File: config.mk
export PLATFORM = sky130hd
export DESIGN_NAME = fetch_stage
export DESIGN_NICKNAME = d
export VERILOG_FILES = /design/src/rtl/fetch_stage.sv
export SDC_FILE = /design/constraint.sdc
export NUM_CORES = 1
export LEC_CHECK = 0
export CAP_MARGIN = 5
export CORE_MARGIN = 3
export CORE_UTILIZATION = 40
export CTS_CLUSTER_DIAMETER = 120
export DETAILED_ROUTE_END_ITERATION = 12
export GPL_TIMING_DRIVEN = 0
export PLACE_DENSITY = 0.74
export SYNTH_ARGS = -nofsm -noshare
export SYNTH_HDL_FRONTEND = slang
export SYNTH_SLANG_ARGS = --single-unit
File: constraint.sdc
create_clock -name clk -period 5.2 [get_ports clk]
set_clock_uncertainty 0.1 [all_clocks]
set_input_delay 1.04 -clock clk [delete_from_list [all_inputs] [get_ports clk]]
set_output_delay 1.04 -clock clk [all_outputs]
set_load 0.01 [all_outputs]
File: src/rtl/fetch_stage.sv
// Instruction-fetch stage feeding decode.
// Issues one word-aligned fetch at a time over a valid/ready memory port,
// registers the returned word with its PC, and holds it while decode stalls.
// Ports:
//   clk, rst            clock, asynchronous active-high reset
//   pc                  fetch address from decode's PC register
//   stall_in, flush     downstream stall; redirect (discard in-flight fetch)
//   imem_req_*          request channel (valid/ready, word-aligned address)
//   imem_rsp_*          response channel (single-cycle pulse, no backpressure)
//   i_fetch, fetch_pc   instruction and its address to decode
//   fetch_valid         i_fetch holds a real instruction
//   pc_hold             decode must not advance pc this cycle
//   timeout_err         sticky: a response took longer than TIMEOUT cycles
//   misalign_err        sticky: a pc with pc[1:0]!=0 was issued
module fetch_stage #(
   parameter logic [31:0] NOP_WORD = 32'h0000_0000,
   parameter int unsigned TIMEOUT  = 64,
   parameter int unsigned CNT_W    = 7
) (
   input  logic        clk,
   input  logic        rst,
   input  logic [31:0] pc,
   input  logic        stall_in,
   input  logic        flush,
   output logic        imem_req_valid,
   output logic [31:0] imem_req_addr,
   input  logic        imem_req_ready,
   input  logic        imem_rsp_valid,
   input  logic [31:0] imem_rsp_data,
   output logic [31:0] i_fetch,
   output logic [31:0] fetch_pc,
   output logic        fetch_valid,
   output logic        pc_hold,
   output logic        timeout_err,
   output logic        misalign_err
);

   typedef enum logic [1:0] {
      ISSUE    = 2'd0,
      WAIT_RSP = 2'd1,
      HOLD     = 2'd2
   } state_t;

   localparam logic [CNT_W-1:0] CNT_MAX   = {CNT_W{1'b1}};
   localparam logic [CNT_W-1:0] TIMEOUT_C = CNT_W'(TIMEOUT);

   state_t           state;
   logic             req_q;
   logic             drop;
   logic [CNT_W-1:0] cnt;
   logic [CNT_W-1:0] cnt_inc;
   logic [31:0]      addr_q;
   logic             accept;
   logic             capture;

   // Request is withdrawn while flush is high so the handshake never completes
   // on a redirect; the address follows pc until it is accepted.
   assign imem_req_valid = req_q & ~flush;
   assign imem_req_addr  = imem_req_valid ? {pc[31:2], 2'b00} : 32'h0;
   assign accept         = imem_req_valid & imem_req_ready;

   // A response is kept only if it was not cancelled by an earlier or same-cycle flush.
   assign capture = (state == WAIT_RSP) & imem_rsp_valid & ~drop & ~flush;

   // Decode may advance pc only while the fresh, unstalled word is being captured,
   // so the next request already sees the new pc.
   assign pc_hold = ~(capture & ~stall_in);

   // Saturating wait counter.
   assign cnt_inc = (cnt == CNT_MAX) ? cnt : cnt + CNT_W'(1);

   // Fetch FSM with registered instruction outputs.
   always_ff @(posedge clk or posedge rst) begin
      if (rst) begin
         state        <= ISSUE;
         req_q        <= 1'b0;
         drop         <= 1'b0;
         cnt          <= '0;
         addr_q       <= 32'h0;
         i_fetch      <= NOP_WORD;
         fetch_pc     <= 32'h0;
         fetch_valid  <= 1'b0;
         timeout_err  <= 1'b0;
         misalign_err <= 1'b0;
      end else begin
         // A presented word is consumed after one cycle unless it is stall-held.
         if (!((state == HOLD) && stall_in && !flush)) begin
            fetch_valid <= 1'b0;
            i_fetch     <= NOP_WORD;
         end

         case (state)
            ISSUE: begin
               if (accept) begin
                  state  <= WAIT_RSP;
                  req_q  <= 1'b0;
                  cnt    <= '0;
                  drop   <= 1'b0;
                  addr_q <= pc;
                  if (pc[1:0] != 2'b00) misalign_err <= 1'b1;
               end else begin
                  req_q <= 1'b1;
               end
            end

            WAIT_RSP: begin
               if (imem_rsp_valid) begin
                  drop <= 1'b0;
                  if (capture) begin
                     i_fetch     <= imem_rsp_data;
                     fetch_pc    <= addr_q;
                     fetch_valid <= 1'b1;
                     state       <= stall_in ? HOLD : ISSUE;
                     req_q       <= ~stall_in;
                  end else begin
                     state <= ISSUE;
                     req_q <= 1'b1;
                  end
               end else begin
                  if (flush) drop <= 1'b1;
                  cnt <= cnt_inc;
                  if (cnt_inc >= TIMEOUT_C) timeout_err <= 1'b1;
               end
            end

            HOLD: begin
               if (flush || !stall_in) begin
                  state <= ISSUE;
                  req_q <= 1'b1;
               end
            end

            default: begin
               state <= ISSUE;
               req_q <= 1'b0;
            end
         endcase
      end
   end

endmodule

==> metrics <==
top cell type's share of synthesized area=0.604; initial antenna violation count=0; critical-path cell list=clkdlybuf4s50_1, nor2_1, and3_1, clkbuf_1, buf_2, nand2b_1, clkdlybuf4s50_1; largest net degree at the start of global routing=69; total grt overflow=0; Period minus WS final=4.19 ns; asr flop ratio synth=1.00; setup TNS=0 ns; slowest CP cell=clkdlybuf4s50_1; DP HPWL=8.21 mm; leakage power=2.98 nW; hold crit path type=flop to flop; power per cell area=431 nW/µm²; layout cells sized above 1=0.198; setup bufs post-CTS=0; worst endpoint required time=4.06 ns; DRC=0; clk root buf=clkbuf_16; most common cell in the synthesized netlist=dfrtp_1; Clock Path Buffers=2; Initial Utilization=0.415; RSZ-0062 raised after global routing=no; critical path fanouts, max=10; EDFF count, synth=0; Mapped Cells=311; CP bufs+invs=4; I/O pins=171; fin crit share=0.807; fmax=238 MHz; Routed Wire Length=10.9 mm; syn avg cell area=14.7 µm²; Yosys top cell by area=dfrtp_1; Synth top cells by count=dfrtp_1 (110), mux2_2 (43), a22o_1 (32), and2_1 (31), mux2_4 (21); Setup violations, final=0; Vias=3,180; vias per inst=5.00; GRT Util Overall=0.176; htree depth=3; synth-to-layout area growth=48.4%; Detailed Routing Iterations Pass 1=4; routability cong.=0.772; Yosys cell types=39; cell family contributing the most delay on the critical path=buffers and inverters; CP dominant cell by count=clkdlybuf4s50_1; Worst-Skew Late Latency=0.33 ns; num rows=38; crit-path max cell delay=0.52 ns; Yosys reg bits=110; ys flop type=dfrtp_1; initial drt markers=89; post-cts sizing count=0; CP startpoint kind=input port; maximum vdd drop=0.207 mV; Mapped Area=4560 µm²; hold_buf cts=0; number of global-route vias before repair=3,395; Max Slew Vio Count=0; Yosys Warn Count=0; clk sink count=110; Antenna Cells=0; Hold Vio Cnt, Final=0; first-pass GRT wire length=17.8 mm; register area share after synthesis=0.604; synth top area cells=dfrtp_1 (60%), mux2_2 (11%), mux2_4 (6.9%); Die Footprint=12,700 µm²; relative slew slack=0.446; Critical Path Sink Type=primary output; Die X=113 µm; CTS tree=done; Antenna Violating Nets Remaining=0; PortBufs=168; Crit Path Class=input port to primary output; core region area=11,000 µm²; wire length per cell=17.1 µm; Tot Pwr=2.92 mW; Clock Pin Slew Worst Setup and Hold Paths=0.06 ns; Final #Nets=563; status=finished clean; CTS Buf Count=9; max_cap viols=0; crit path DAT=3.05 ns; Die H=113 µm; worst slew pin tran=0.831 ns
## area by class of cell
cell class / instances / area (µm²)
sequential: 110 / 2750
multi-input combinational: 179 / 1660
tap: 140 / 175
inverter: 4 / 17.5
clock inverter: 3 / 67.6
timing repair buffer: 169 / 1700
buffer: 19 / 136
clock buffer: 12 / 256
fill: 868 / 4220
## power breakdown
group	switching (mW)	leakage, nW	internal [mW]
Sequential	0.139	1.39	1.12
Combinational	0.325	1.44	0.600
Clock	0.288	0.155	0.446
## final timing paths
path                               from      endpoint  slack (ns)  depth (start not counted)
setup / recovery                  flush       pc_hold        1.01                          7
hold / removal             misalign_err  misalign_err        0.38                          1
setup reg to reg               state[0]     addr_q[0]        3.21                          4
hold reg to reg            misalign_err  misalign_err        0.38                          1
max in group asynchronous           rst         req_q        3.15                          3
min in group asynchronous           rst  fetch_pc[17]        1.12                          2
## registers in the layout, summed over array words and instances (netlist names)
name and cells:
drop 1, timeout_err 1, fetch_pc 32, addr_q 32, misalign_err 1, state 2
i_fetch 32, fetch_valid 1, cnt 7, req_q 1
## cells in the final DEF, fill, tap and decap left out, drive strengths merged, types with 2 or more instances in the layout
cell type / synthesis / final
clkbuf: 9 / 21
buf: 10 / 11
o21ai: 6 / 6
conb: 1 / 2
a22o: 32 / 32
and3: 3 / 3
a21o: 2 / 2
o21bai: 2 / 2
nand2b: 2 / 2
nor2: 4 / 4
and4bb: 2 / 2
bufinv: 0 / 2
and4: 2 / 2
mux2: 64 / 64
clkdlybuf4s50: 0 / 168
inv: 4 / 4
dfrtp: 110 / 110
mux2i: 4 / 4
nand2: 5 / 5
a21oi: 2 / 2
and2: 31 / 31
## cells by family (layout without fill, tap and decap cells)
| logic type | count (synthesis) | count (layout) | synth area share |
|---|---|---|---|
| flops | 110 | 110 | 0.604 |
| mux | 68 | 68 | 0.184 |
| simple gates | 57 | 57 | 0.0856 |
| compound gates | 51 | 51 | 0.0895 |
| buf+inv | 23 | 207 | 0.0332 |
| fa+ha+maj | 1 | 1 | 0.00274 |
| other cells | 1 | 2 | 0.000823 |
## per-layer routing
layer	GRT usage	wire, µm
met1	0.234	4640
met2	0.286	5480
met3	0.0428	529
met4	0.0601	227
met5	0	0
## through the flow
step	cells	setup slack (ns)	hold WS, ns	cell area [µm²]	utilization
floorplan	312	1.16	0.360	4560	-
global placement	620	-0.313	0.362	6420	0.584
detailed placement	621	0.976	0.369	6440	0.586
CTS	636	0.966	0.384	6770	0.616
global route	636	0.875	0.399	6770	0.616
finish	636	1.01	0.377	6770	0.616
Power figures use the tool's default switching activity.
